--- src/rtl/dmem_arb_pkg.sv ---
// dmem_arb_pkg: shared types and defaults for the two-master data memory arbiter.
package dmem_arb_pkg;
   typedef enum logic [1:0] {IDLE, OWN0, OWN1} state_t;
   typedef logic midx_t;
   localparam int BURST_MAX_DEF = 4;
endpackage

--- src/rtl/rr_select.sv ---
// rr_select: two-way round-robin picker; on a tie the master that did not own last wins.
module rr_select (
   input  logic req0,
   input  logic req1,
   input  logic last_owner,
   output logic win
);
   assign win = req1 & (~req0 | ~last_owner);
endmodule

--- src/rtl/dmem_arbiter.sv ---
// dmem_arbiter: grants one of two masters access to a single-port data memory,
// limiting bursts to BURST_MAX beats while the other master is waiting.
module dmem_arbiter
   import dmem_arb_pkg::*;
#(
   parameter int BURST_MAX = BURST_MAX_DEF
) (
   input  logic        clk,
   input  logic        reset,
   input  logic        req0,
   input  logic        req1,
   input  logic        we0,
   input  logic        we1,
   input  logic [31:0] a0,
   input  logic [31:0] a1,
   input  logic [31:0] wd0,
   input  logic [31:0] wd1,
   output logic        gnt0,
   output logic        gnt1,
   output logic        rvalid0,
   output logic        rvalid1,
   output logic [31:0] rdata,
   output logic        mem_we,
   output logic [31:0] mem_a,
   output logic [31:0] mem_wd,
   input  logic [31:0] mem_rd
);
   localparam int CW = $clog2(BURST_MAX + 1);
   state_t        state, next_state;
   logic [CW-1:0] cnt, next_cnt;
   midx_t         last_owner, next_last, win;
   logic          own, req_x, req_y, last_hit, rd0, rd1;

   rr_select u_rr (
      .req0       (req0),
      .req1       (req1),
      .last_owner (last_owner),
      .win        (win)
   );

   assign rd0 = gnt0 & ~we0;
   assign rd1 = gnt1 & ~we1;

   always_comb begin
      own        = state == OWN1;
      req_x      = own ? req1 : req0;
      req_y      = own ? req0 : req1;
      gnt0       = (state == OWN0) & req0;
      gnt1       = (state == OWN1) & req1;
      mem_we     = (gnt0 & we0) | (gnt1 & we1);
      mem_a      = (state == OWN0) ? a0 : (state == OWN1) ? a1 : '0;
      mem_wd     = (state == OWN0) ? wd0 : (state == OWN1) ? wd1 : '0;
      last_hit   = cnt == CW'(BURST_MAX - 1);
      next_state = state;
      next_cnt   = cnt;
      next_last  = last_owner;
      if (state == IDLE) begin
         if (req0 | req1) next_state = win ? OWN1 : OWN0;
      end else if (!req_x) begin
         next_state = !req_y ? IDLE : own ? OWN0 : OWN1;
         next_last  = own;
      end else if (last_hit & req_y) begin
         next_state = own ? OWN0 : OWN1;
         next_last  = own;
      end else begin
         // an uncontested owner keeps going; the count just wraps
         next_cnt = last_hit ? '0 : cnt + 1'b1;
      end
      if (next_state != state) next_cnt = '0;
   end

   always_ff @(posedge clk or negedge reset) begin
      if (!reset) begin
         state      <= IDLE;
         cnt        <= '0;
         last_owner <= 1'b1;
         rvalid0    <= 1'b0;
         rvalid1    <= 1'b0;
         rdata      <= '0;
      end else begin
         state      <= next_state;
         cnt        <= next_cnt;
         last_owner <= next_last;
         rvalid0    <= rd0;
         rvalid1    <= rd1;
         if (rd0 | rd1) rdata <= mem_rd;
      end
   end
endmodule
--- config.mk ---
export PLATFORM = sky130hd
export DESIGN_NAME = dmem_arbiter
export DESIGN_NICKNAME = d
export VERILOG_FILES = /design/src/rtl/dmem_arb_pkg.sv /design/src/rtl/rr_select.sv /design/src/rtl/dmem_arbiter.sv
export SDC_FILE = /design/constraint.sdc
export NUM_CORES = 1
export LEC_CHECK = 0
export CAP_MARGIN = 10
export CORE_AREA = 2 2 103 105
export CTS_BUF_LIST = sky130_fd_sc_hd__clkbuf_16
export CTS_CLUSTER_SIZE = 20
export DETAILED_ROUTE_END_ITERATION = 8
export DIE_AREA = 0 0 105 107
export DONT_BUFFER_PORTS = 1
export HOLD_SLACK_MARGIN = 0.1
export MAX_ROUTING_LAYER = met4
export PLACE_DENSITY_LB_ADDON = 0.05
export SYNTH_ARGS = -nofsm -noshare
export SYNTH_HDL_FRONTEND = slang
export SYNTH_SLANG_ARGS = --single-unit
--- constraint.sdc ---
create_clock -name clk -period 1.5 [get_ports clk]
set_input_delay 0.3 -clock clk [delete_from_list [all_inputs] [get_ports clk]]
set_output_delay 0.3 -clock clk [all_outputs]
set_load 0.05 [all_outputs]
==> impl_results.md, run 1 <==
* First-pass GRT wire length at 13030 microns
* Boundary pin count at 267
* CP Launch Point: state[0]
* Worst-path fanout max at 24
* Area Growth Syn to Fin at 68.98%
* Via/cell ratio at 5.358
* Root Driver: clkbuf_16
* DP HPWL at 6617 microns
* Fmax at 545.7 MHz
* DP Worst Slack at -0.1229 ns
* Post-synth EDFFs at 0
* Yosys warns at 0
* Filler cells at 940
* Largest net degree at the start of global routing at 41
* Clock slew at reported path FFs at 0.06 ns
* DR iter-0 viols at 62
* Syn_area_per_cell at 12.60 sq um
* Post-route clock skew at 0.001830 ns
* Clock tree buffer depth at 2
* Net Sw Frac at 47.13%
* Hold_sp: req1
* GRT Resource Usage Total at 15.33%
* #FFs+latches synth at 40
* Flop pwr share at 41.5%
* Die W at 105 microns
* Standard-cell rows at 37
* Synth top area share at 39.74%
* Crit path depth at 3
* Total wire length at 9229 microns
* Vias in the first global route at 2126
* Nets@finish at 402
* Violated checks: setup timing
* Core Area at 10090 sq um
* Later-pin clock latency in the skew report at 0.28 ns
* WP buf/inv at 1
* Hold Path Stages at 1
* Critical-path cell list: and2b_4, buf_16, a22o_4
* Final std cells w/o fill at 372
* Peak supply drop at 0.8446 mV
* Synth area leaders: dfrtp_1 40%, a22o_1 24%, mux2_4 18%, buf_2 2.4%, buf_6 1.4%
* Power per cell area at 1541 nW/um^2
* Register-to-Register Path Depth at 9
* Die Y at 107 microns
* # H-tree levels at 2
* Dpl cells at 343
* Worst Path Arrival at 1.53 ns
* Worst path slowest cell: dfrtp_1
* Logic pwr share at 39.8%
* Share of layout cells above drive strength 1 at 72.46%
* Post-route ant nets at 0
* Clock sink count at 40
* Pre-antenna DRT Iters at 4
* CTS tree: done
* Cell Area, Synth at 2456 sq um
* Top Family by Delay on Critical Path: flip-flops
* Setup CP Type: flop to output pin
* Slew Viols, Final at 0
* Internal power at 3.382 mW
* Crit. End Element: output pin
* Initial antenna violation count at 0
* Worst r2r src: state[0]
* Sw Pwr at 3.014 mW
* Worst hold slack at 0.1176 ns
* TritonCTS buffer count at 5
* Crit path launch type: flop
* Worst Max-Slew Pin Slew at 0.5190 ns
* Syn nets at 362
* Final Cycle Share at 122.2%
* Ys flop type: dfrtp_1
* Routability cong. at 0.8815
* Gr ovfl total at 0
* Number of port buffers at 0
* Post-synth cell types at 35
* DRC viols at 0
* Final setup TNS at -27.20 ns
* DR vias at 1993
* Die area at 11240 sq um
* Sequential area share after synthesis at 40.80%
* Slowest Stage Delay on Critical Path at 0.39 ns
* FFs w/ async S/R, synth at 100.0%
* Top cells by count, synth: 67 x a22o_1, 39 x dfrtp_1, 30 x mux2_4
* Outcome: finished, violations left
* Cell taking the most area after synthesis: dfrtp_1
* Post-route setup slack at -0.3325 ns
* HP Class: input port to flop
* Max-Cap Viols at 0
* Relative slew slack at 65.40%
* Clock network power share at 18.7%
* RSZ-0062 raised after global routing: yes
* Initial Util at 24.34%
* Leakage at 1.961 nW
* Most numerous cell in the Yosys netlist: a22o_1
* Count of final setup violators at 101
* Ant diodes at 0
* Routed len/inst at 24.81 microns
* Min cycle time layout at 1.833 ns
* Count of final hold-check violations at 0
* Required @ worst endpoint at 1.20 ns
* Post-Syn Instances at 195
per-stage QoR:
step,area [sq um],utilization [%],power [mW]
after global routing,4150,41.12,6.614
after global placement,3316,32.85,4.820
final,4150,41.12,6.396
after detailed placement,3316,32.85,4.842
after CTS,3951,39.15,6.344
after floorplan,2795,-,4.388
power groups by stage:
stage	logic [mW]	clock network (mW)	registers, mW
CTS	2.45	1.23	2.66
finish	2.54	1.20	2.66
detailed placement	2.18	0	2.67
global placement	2.14	0	2.68
floorplan	1.80	0	2.59
global route	2.64	1.28	2.69
path summary, 6_finish.rpt:
path                                    to  slack [ns]
worst min-delay path            last_owner        0.12
worst min register to register      cnt[2]        0.57
min in group asynchronous        rdata[27]        0.48
worst max-delay path            mem_wd[13]       -0.33
max in group asynchronous       last_owner        0.76
worst max register to register    rdata[0]       -0.25
cell families after synthesis:
group	count (synthesis)	share of synthesized area, %
AOI/OAI and AO/OA	79	27.61
DFF	40	40.81
xor gates and xnor gates	1	0.3567
buffers and inverters	23	5.654
muxes	32	19.26
adders and majority gates	1	0.5093
and+or+nand+nor	19	5.808
state kept, by name (all words and copies together), names as in the netlist:
signal,count
rdata,32
cnt,3
state,2
last_owner,1
rvalid0,1
rvalid1,1
layer usage:
layer	track usage, %	share of wire, %	up-vias
li1	-	-	848
met1	15.56	34	990
met2	28.90	56	140
met3	4.073	7.6	15
met4	4.571	2.5	0
met5	-	0	-
final cells by class:
class	count	area, sq um	share of cell area (%)
multi-input combinational	132	1934	46.61
sequential	40	1002	24.15
timing repair buffer	54	865.8	20.86
tap	136	170.2	4.100
clock buffer	5	125.1	3.015
clock inverter	3	42.54	1.025
inverter	2	10.01	0.2412
placed cells by master (no fill, tap or decap), types with 2 or more instances in the layout:
master,n
buf_6,10
mux2_2,2
mux2_4,30
buf_12,22
nor2_4,3
buf_4,11
buf_16,4
a22o_1,2
nor2_1,2
clkbuf_16,7
dfrtp_1,39
a21oi_1,2
nor2b_1,2
a22o_4,65
buf_8,4
timing repair:
| action | CTS | global route |
|---|---|---|
| pin swaps | 13 | 6 |
| setup endpoints to repair | 98 | 102 |
| gates resized for setup | 42 | 30 |
| buffers inserted | 12 | 2 |
| hold buffers | 2 | 0 |
| cloned | 6 | 3 |
| hold endpoints to repair | 40 | 0 |
No activity file was read; power rests on OpenSTA's default activity.
==> run 2, diff against run 1 <==
--- a/config.mk
+++ b/config.mk
@@ -12,8 +12,8 @@
 export DETAILED_ROUTE_END_ITERATION = 8
 export DIE_AREA = 0 0 105 107
 export DONT_BUFFER_PORTS = 1
+export GPL_ROUTABILITY_DRIVEN = 1
 export HOLD_SLACK_MARGIN = 0.1
-export MAX_ROUTING_LAYER = met4
 export PLACE_DENSITY_LB_ADDON = 0.05
 export SYNTH_ARGS = -nofsm -noshare
 export SYNTH_HDL_FRONTEND = slang
==> run 2 against run 1 <==
The run still ends with setup timing left. Non-clock buffer count unchanged. Worst hold slack lost 0.0033 ns. Sequential share of layout area stayed put. Global-route usage fell by 0.43 points. Critical path type unchanged.
==> impl_results.md, run 2 (synthesis gave the netlist of run 1 again) <==
* Count of final hold-check violations at 0 (unchanged)
* Met3 usage at 4.498% (+0.43 points)
* DR vias at 1989 (-0.20%)
* Area Growth Syn to Fin at 68.98% (unchanged)
* Root Driver: clkbuf_16
* Clock slew at reported path FFs at 0.06 ns (about the same)
* Boundary pin count at 267 (unchanged)
* Crit path launch type: flop
* First-pass GRT wire length at 13050 microns (about the same)
* HP Class: input port to flop
* Worst-path fanout max at 24 (unchanged)
* Met1 global-route usage at 15.29% (-0.26 points)
* CP Launch Point: state[0]
* DR iter-0 viols at 74 (+19%)
* Core Util, Final at 41.12% (unchanged)
* Reg-to-reg endpoint: rdata[0]
* Most frequent cells in the layout: 65 x a22o_4, 39 x dfrtp_1, 30 x mux2_4
* Die W at 105 microns (unchanged)
* Setup CP Type: flop to output pin
* Number of port buffers at 0 (unchanged)
* Nets@finish at 402 (unchanged)
* Violated checks: setup timing
* Pre-antenna DRT Iters at 4 (unchanged)
* TritonCTS buffer count at 5 (unchanged)
* Routed len/inst at 24.94 microns (+0.54%)
* Gr busiest metal: met2
* Met2 usage at 28.85% (-0.046 points)
* Hold Path Stages at 1 (unchanged)
* Largest register FFs at 32 (unchanged)
* Slew Viols, Final at 0 (unchanged)
* Clock tree buffer depth at 2 (unchanged)
* Leakage at 1.961 nW (unchanged)
* Die Y at 107 microns (unchanged)
* Register-to-Register Path Depth at 9 (unchanged)
* Largest net degree at the start of global routing at 41 (unchanged)
* WP buf/inv at 1 (unchanged)
* Peak supply drop at 0.8436 mV (-0.12%)
* Fmax at 544.9 MHz (-0.15%)
* Area of placed instances at 3316 sq um (unchanged)
* Standard-cell rows at 37 (unchanged)
* CTS tree: done
* Final Cell Area at 4150 sq um (unchanged)
* Total wire length at 9279 microns (+0.54%)
* GRT Resource Usage Total at 14.90% (-0.43 points)
* Largest regs: rdata: 32 flops, cnt: 3 flops, state: 2 flops
* Initial Util at 24.34% (unchanged)
* Largest reg by FF count: rdata
* Worst Path Arrival at 1.54 ns (about the same)
* Clock sink count at 40 (unchanged)
* Slowest Stage Delay on Critical Path at 0.39 ns (about the same)
* DRC viols at 0 (unchanged)
* Initial antenna violation count at 0 (unchanged)
* Worst r2r src: state[0]
* Outcome: finished, violations left
* Hold worst-path end: last_owner
* RSZ-0062 raised after global routing: yes
* Die area at 11240 sq um (unchanged)
* Power per cell area at 1543 nW/um^2 (+0.11%)
* Required @ worst endpoint at 1.20 ns (about the same)
* Via/cell ratio at 5.347 (-0.20%)
* Crit. End Element: output pin
* Worst path slowest cell: dfrtp_1
* Reg2reg setup slack at -0.25 ns (about the same)
* Ant diodes at 0 (unchanged)
* Vias in the first global route at 2121 (-0.24%)
* Post-route setup slack at -0.3353 ns (-0.002763 ns)
* Final Cycle Share at 122.4% (+0.18 points)
* Post-route clock skew at 0.002014 ns (+0.0001839 ns)
* DP HPWL at 6617 microns (unchanged)
* Count of final setup violators at 101 (unchanged)
* Top Family by Delay on Critical Path: flip-flops
* Hold_sp: req1
* Critical-path cell list: and2b_4, buf_16, a22o_4
* Min cycle time layout at 1.835 ns (+0.002763 ns)
* Max-Cap Viols at 0 (unchanged)
* Worst Max-Slew Pin Slew at 0.5198 ns (+0.0008487 ns)
* Later-pin clock latency in the skew report at 0.28 ns (about the same)
* # H-tree levels at 2 (unchanged)
* Core Area at 10090 sq um (unchanged)
* Gr ovfl total at 0 (unchanged)
* Relative slew slack at 65.35% (about the same)
* Commonest non-fill, non-tap cell in the layout: a22o_4
* Post-route ant nets at 0 (unchanged)
* Routability cong. at 0.8673 (-1.6%)
* Share of layout cells above drive strength 1 at 72.46% (unchanged)
run 2: how the worst max path moves through the flow:
stage | endpoint | slack [ns] | cells after the start
after floorplan | mem_we | -0.19 | 4
after detailed placement | rdata[4] | -0.12 | 6
final | mem_wd[13] | -0.34 | 3
after global routing | mem_wd[25] | -0.38 | 6
after global placement | mem_wd[24] | -0.09 | 4
after CTS | mem_wd[24] | -0.36 | 6
run 2: routing by layer:
layer / wire (microns) / vias up
met2: 5221 / 142
met1: 3134 / 990
met4: 235 / 0
met5: 0 / -
li1: - / 844
met3: 688 / 13
run 2: what timing repair did:
item                                    CTS  global route
endpoints found under the hold margin    40             0
pin swaps                                13             6
hold buffers                              2             0
buffers inserted                         12             2
endpoints found under the setup margin   98           102
resized for setup                        42            30
cloned                                    6             3
run 2: worst reg2reg max path: cells and delay by family (launching register included):
kind,cells,cell delay (ns)
simple gates,3,0.32
mux,1,0.29
buf+inv,5,0.63
flops,1,0.39
run 2: metrics by stage:
stage | worst slack [ns] | hold WS, ns | TNS, ns | total power, mW | std cells
floorplan | -0.1860 | 0.004409 | -9.142 | 4.388 | 195
global route | -0.3845 | 0.1133 | -31.96 | 6.615 | 372
CTS | -0.3634 | 0.1122 | -28.80 | 6.344 | 370
detailed placement | -0.1229 | 0.005353 | -6.164 | 4.842 | 343
global placement | -0.08913 | 0.005276 | -4.270 | 4.820 | 343
finish | -0.3353 | 0.1143 | -27.42 | 6.403 | 372
run 2: cell type report:
type	count	area [sq um]
Sequential cell	40	1002
Clock buffer	5	125.1
Fill cell	940	5942
Multi-Input combinational cell	132	1934
Timing Repair Buffer	54	865.8
Clock inverter	3	42.54
Inverter	2	10.01
Tap cell	136	170.2
run 2: report_power, final:
group / internal (mW) / switching, mW
combinational: 1.23 / 1.31
clock: 0.781 / 0.423
sequential: 1.37 / 1.29
total: 3.38 / 3.02
==> run 3, diff against run 2 <==
--- a/config.mk
+++ b/config.mk
@@ -15,6 +15,7 @@
 export GPL_ROUTABILITY_DRIVEN = 1
 export HOLD_SLACK_MARGIN = 0.1
 export PLACE_DENSITY_LB_ADDON = 0.05
+export SLEW_MARGIN = 20
 export SYNTH_ARGS = -nofsm -noshare
 export SYNTH_HDL_FRONTEND = slang
 export SYNTH_SLANG_ARGS = --single-unit
==> results of run 3 <==
The final DEF is identical to that of run 2; final timing and power are the same.
